File: src/rtl/maria_pkg.sv
// Shared types and sizing for the MARIA bus arbiter.
package maria_pkg;

  typedef enum logic [1:0] {
    IDLE      = 2'd0,
    HALT_WAIT = 2'd1,
    GRANT     = 2'd2,
    TURN      = 2'd3
  } arb_state_t;

  localparam int DMA_MAX_DEF = 454;
  localparam int DMA_MAX_W   = $clog2(DMA_MAX_DEF + 1);

endpackage

File: src/rtl/maria_bus_arbiter.sv
// Shares the 7800 address bus between the 6502C and MARIA line DMA:
// HALT, grant, turnaround and release sequencing plus the WSYNC hold on RDY.
module maria_bus_arbiter
  import maria_pkg::*;
#(
  parameter int HALT_CYCLES = 2,
  parameter int TURNAROUND  = 1,
  parameter int DMA_MAX     = DMA_MAX_DEF
) (
  input  logic        clk_sys,
  input  logic        reset,
  input  logic        mclk0,
  input  logic        pclkp,
  input  logic        maria_en,
  input  logic        wsync,
  input  logic        line_start,
  input  logic        dma_req,
  input  logic        dma_done,
  input  logic [15:0] dma_ab,
  input  logic [15:0] cpu_ab,
  input  logic        cpu_rw,
  output logic [15:0] AB,
  output logic        RW,
  output logic        ABEN,
  output logic        drive_AB,
  output logic        halt_n,
  output logic        rdy,
  output logic        dma_grant,
  output logic        overrun
);

  localparam int CNT_W = $clog2(DMA_MAX + 1);
  localparam logic [CNT_W-1:0] HALT_LAST = CNT_W'(HALT_CYCLES - 1);
  localparam logic [CNT_W-1:0] TURN_LAST = CNT_W'(TURNAROUND - 1);
  localparam logic [CNT_W-1:0] DMA_LAST  = CNT_W'(DMA_MAX - 1);

  arb_state_t       state_q, state_d;
  logic [CNT_W-1:0] cnt_q, cnt_d;
  logic             cnt_evt;
  logic             force_rel;

  // One counter serves all states: pclkp strobes while halting, mclk0 ticks otherwise.
  always_comb begin
    state_d   = state_q;
    cnt_d     = cnt_q;
    cnt_evt   = 1'b0;
    force_rel = 1'b0;
    case (state_q)
      IDLE: if (dma_req) state_d = HALT_WAIT;
      HALT_WAIT: begin
        cnt_evt = pclkp;
        if (!dma_req)                        state_d = TURN;
        else if (pclkp && cnt_q == HALT_LAST) state_d = GRANT;
      end
      GRANT: begin
        cnt_evt = mclk0;
        if (dma_done) state_d = TURN;
        else if (mclk0 && cnt_q == DMA_LAST) begin
          state_d   = TURN;
          force_rel = 1'b1;
        end
      end
      TURN: begin
        cnt_evt = mclk0;
        if (mclk0 && cnt_q == TURN_LAST) state_d = IDLE;
      end
      default: state_d = IDLE;
    endcase
    if (!maria_en) begin
      state_d   = IDLE;
      force_rel = 1'b0;
    end
    if (state_d != state_q) cnt_d = '0;
    else if (cnt_evt)       cnt_d = cnt_q + 1'b1;
  end

  // Bus-control outputs are registered from the next state so they change on the transition edge.
  always_ff @(posedge clk_sys) begin
    if (reset) begin
      state_q   <= IDLE;
      cnt_q     <= '0;
      halt_n    <= 1'b1;
      rdy       <= 1'b1;
      dma_grant <= 1'b0;
      drive_AB  <= 1'b0;
      ABEN      <= 1'b0;
      overrun   <= 1'b0;
    end else begin
      state_q   <= state_d;
      cnt_q     <= cnt_d;
      halt_n    <= (state_d == IDLE);
      dma_grant <= (state_d == GRANT);
      drive_AB  <= (state_d == GRANT);
      ABEN      <= (state_d == GRANT);
      if (force_rel) overrun <= 1'b1;
      // wsync beats a coincident line_start so the hold lasts a full line.
      if (!maria_en)       rdy <= 1'b1;
      else if (wsync)      rdy <= 1'b0;
      else if (line_start) rdy <= 1'b1;
    end
  end

  assign AB = (state_q == GRANT) ? dma_ab : cpu_ab;
  assign RW = (state_q == GRANT) ? 1'b1   : cpu_rw;

endmodule
File: config.mk
export PLATFORM = sky130hd
export DESIGN_NAME = maria_bus_arbiter
export DESIGN_NICKNAME = d
export VERILOG_FILES = /design/src/rtl/maria_pkg.sv /design/src/rtl/maria_bus_arbiter.sv
export SDC_FILE = /design/constraint.sdc
export NUM_CORES = 1
export LEC_CHECK = 0
export CAP_MARGIN = 20
export CORE_ASPECT_RATIO = 0.8
export CORE_MARGIN = 3
export CORE_UTILIZATION = 39
export CTS_CLUSTER_DIAMETER = 80
export CTS_CLUSTER_SIZE = 20
export DETAILED_ROUTE_END_ITERATION = 10
export HOLD_SLACK_MARGIN = 0.15
export PLACE_DENSITY_LB_ADDON = 0.15
export SETUP_SLACK_MARGIN = 0.05
export SKIP_CTS_REPAIR_TIMING = 1
export SLEW_MARGIN = 20
export SYNTH_ARGS = -nofsm -noshare
export SYNTH_HDL_FRONTEND = slang
export SYNTH_SLANG_ARGS = --single-unit
export TNS_END_PERCENT = 100
File: constraint.sdc
create_clock -name clk_sys -period 1.95 [get_ports clk_sys]
set_input_delay 0.195 -clock clk_sys [delete_from_list [all_inputs] [get_ports clk_sys]]
set_output_delay 0.195 -clock clk_sys [all_outputs]
set_load 0.02 [all_outputs]
==> key figures <==
Layout
  • Number of nets in the finished design: 241
  • Most common cell after layout, fill and taps aside: sky130_fd_sc_hd__clkdlybuf4s50_1
  • Non-filler cells in the finished layout: 233
  • Synth-to-Final Area Change: 66.49%
  • Commonest non-fill, non-tap cells in the layout: sky130_fd_sc_hd__clkdlybuf4s50_1 (47), sky130_fd_sc_hd__dlymetal6s2s_1 (17), sky130_fd_sc_hd__mux2_2 (16)
  • Ratio of cells with drive above 1 in the final layout: 28.21%
  • # fillers: 213
  • Ant. Diodes: 0

Clock tree
  • Worst-case clock buffer depth: 2
  • Inserted Clock Buffers: 3
  • # H-tree levels: 1
  • Number of clock sinks: 15
  • Clk_lat worst skew: 0.25 ns
  • Buffer type at the clock tree root: sky130_fd_sc_hd__clkbuf_8
  • Clock-pin transition on the worst setup and hold timing paths: 0.06 ns
  • CTS tree: yes

Global route
  • Largest net degree at the start of global routing: 19
  • GRT Overall Usage: 18.91%
  • Number of global-route vias before repair: 1231
  • First-pass GRT wire length: 5526 µm
  • Antenna violations before repair: 0
  • Remaining Overflow, GRT: 0

Synth
  • Share of flip-flops with an asynchronous set or reset after synthesis: 0%
  • Warnings, synthesis: 0
  • Post-synthesis sequential element count: 15
  • Syn nets: 171
  • Number of distinct library cell variants in the gate-level netlist after synthesis: 44
  • Area of the mapped netlist: 0.001199 mm²
  • Portion of the post-synthesis area used by sequential elements: 25.05%
  • Post-synth EDFFs: 0
  • Syn Area/Cell: 9.513 µm²
  • Primary FF master, synth: sky130_fd_sc_hd__dfxtp_1
  • Number of instances in the synthesized netlist: 126

Routing
  • DRC viols: 0
  • Overall routed net length: 3422 µm
  • Wirelength per Cell: 14.69 µm
  • First-iteration detailed-routing DRC count: 112
  • Final antenna-violating net count: 0
  • Via/cell ratio: 5.279
  • Vias after detailed routing: 1230
  • Detailed-routing iteration count for the pre-antenna-repair pass: 4

Timing
  • Relative slew slack: 78.17%
  • Worst-case hold slack: 0.5029 ns
  • RSZ-0062 raised after global routing: false
  • Minimum clock period after layout: 1.791 ns
  • Part of the cycle the worst path needs: 91.86%
  • Fmax: 558.3 MHz
  • Max Transition Viols Final: 0
  • Setup Viol. Count Final: 0
  • Slew @ Worst Pin: 0.3254 ns
  • Final setup TNS: 0 ns
  • Final Hold Viols: 0
  • Maximum clock skew at final layout: 0.002811 ns

Placement
  • HPWL after detailed placement: 2740 µm
  • Routability cong.: 0.8591
  • IO buf count: 64
  • Total placed cells including tap cells: 229

Power
  • Total power divided by cell area: 405.0 mW/mm²
  • Worst IR Drop VDD: 0.0002319 V
  • P_leak: 0.8508 nW

Die
  • Die Span X: 67.98 µm
  • # IOs: 65
  • Die Height: 55.59 µm
  • Row count: 17
  • Area inside the core boundary: 0.002850 mm²
  • DIE AREA: 0.003779 mm²
  • Initial cell density of the core: 42.05%

Critical path
  • Setup CP Type: register to register
  • Critical Path Source Type: register
  • Max FO, Critical Path: 9
  • Critical path endpoint category: register
  • Count of cells along the worst register-to-register path: 5
  • Arrival time reported for the critical path endpoint: 1.92 ns
  • Required @ worst endpoint: 2.08 ns

Job
  • Max-cap viol count: 0

Run status
  • Outcome: completed

Worst hold path
  • Class of the tightest hold or removal check: input port to register
  • Cell count of the worst hold path: 2
-- cell type report --
type	count	area, µm²	share of cell area, %
Sequential cell	15	300.3	15.05
Clock buffer	3	41.29	2.069
Tap cell	38	47.55	2.382
Clock inverter	1	5.005	0.2508
Multi-Input combinational cell	97	804.5	40.31
Timing Repair Buffer	76	785.8	39.37
Inverter	3	11.26	0.5643
-- state kept, by name, summed over array words and instances, names as in the netlist --
name / flops
cnt_q: 9
dma_grant: 1
state_q: 2
halt_n: 1
rdy: 1
overrun: 1
-- kinds of logic (layout without fill, tap and decap cells) --
group / count (synthesis) / after routing / synth area share [%]
AOI/OAI and AO/OA: 23 / 23 / 15.66
DFF: 15 / 15 / 25.05
xor gates and xnor gates: 6 / 6 / 4.384
buffers and inverters: 14 / 83 / 7.828
and+or+nand+nor: 49 / 49 / 28.92
muxes: 16 / 16 / 15.03
adders and majority gates: 3 / 3 / 3.132
-- per-layer routing --
metal	up-vias	wire length [µm]	global-route usage [%]	share of wire [%]
li1	607	-	-	-
met1	556	1432	24.13	42
met2	63	1614	28.85	47
met3	4	346	6.263	10
met4	0	28	7.649	0.82
met5	-	0	0	0
-- worst max-delay path, cell delays in order, from the launching register on --
cell                      delay [ns]
sky130_fd_sc_hd__dfxtp_1        0.36
sky130_fd_sc_hd__or4b_4         0.59
sky130_fd_sc_hd__nor3_2         0.29
sky130_fd_sc_hd__or3_1          0.16
sky130_fd_sc_hd__buf_4          0.20
sky130_fd_sc_hd__nor3_2         0.07
-- worst paths after layout --
path / start / end / slack [ns]
setup / recovery: cnt_q[3] / cnt_q[2] / 0.16
hold / removal: wsync / rdy / 0.50
setup reg to reg: cnt_q[3] / cnt_q[2] / 0.16
hold reg to reg: overrun / overrun / 0.50
-- metrics by stage --
step | setup slack (ns) | power [mW] | util (%) | instance area, µm²
6_report | 0.1588 | 0.8083 | 70.02 | 1996
5_1_grt | 0.07797 | 0.8415 | 70.02 | 1996
3_5_place_dp | 0.03123 | 0.5668 | 66.90 | 1907
4_1_cts | -0.1332 | 0.8247 | 68.53 | 1953
2_1_floorplan | 0.2955 | 0.4247 | - | 1199
3_3_place_gp | 0.08628 | 0.5631 | 66.90 | 1907
-- cells in the mapped netlist (2+ instances only) --
master	number	area [µm²]
sky130_fd_sc_hd__a211oi_1	2	15.01
sky130_fd_sc_hd__a211oi_2	2	25.02
sky130_fd_sc_hd__a21oi_1	2	10.01
sky130_fd_sc_hd__and3b_1	2	17.52
sky130_fd_sc_hd__buf_2	3	15.01
sky130_fd_sc_hd__buf_4	6	45.04
sky130_fd_sc_hd__buf_6	2	22.52
sky130_fd_sc_hd__dfxtp_1	15	300.3
sky130_fd_sc_hd__ha_1	3	37.54
sky130_fd_sc_hd__inv_1	3	11.26
sky130_fd_sc_hd__mux2_2	16	180.2
sky130_fd_sc_hd__nand2_1	7	26.28
sky130_fd_sc_hd__nand4_1	2	12.51
sky130_fd_sc_hd__nor2_1	2	7.510
sky130_fd_sc_hd__nor2b_1	4	25.02
sky130_fd_sc_hd__nor3_1	3	15.01
sky130_fd_sc_hd__nor3_2	8	80.08
sky130_fd_sc_hd__nor4_1	3	18.77
sky130_fd_sc_hd__o2111ai_1	3	26.28
sky130_fd_sc_hd__o21ai_0	4	20.02
sky130_fd_sc_hd__o21ai_1	2	10.01
sky130_fd_sc_hd__o31ai_1	2	15.01
sky130_fd_sc_hd__or2_2	3	18.77
sky130_fd_sc_hd__or3_1	2	12.51
sky130_fd_sc_hd__or4_4	2	22.52
sky130_fd_sc_hd__xor2_1	5	43.79
-- report_power, final --
group	leakage [nW]	switching (mW)	total, mW	internal, mW
Combinational	0.704	0.0962	0.242	0.146
Clock	0.0255	0.111	0.253	0.142
Sequential	0.121	0.00234	0.313	0.311
Total	0.851	0.210	0.808	0.598
Note: power is estimated with default switching activity, not from simulation.
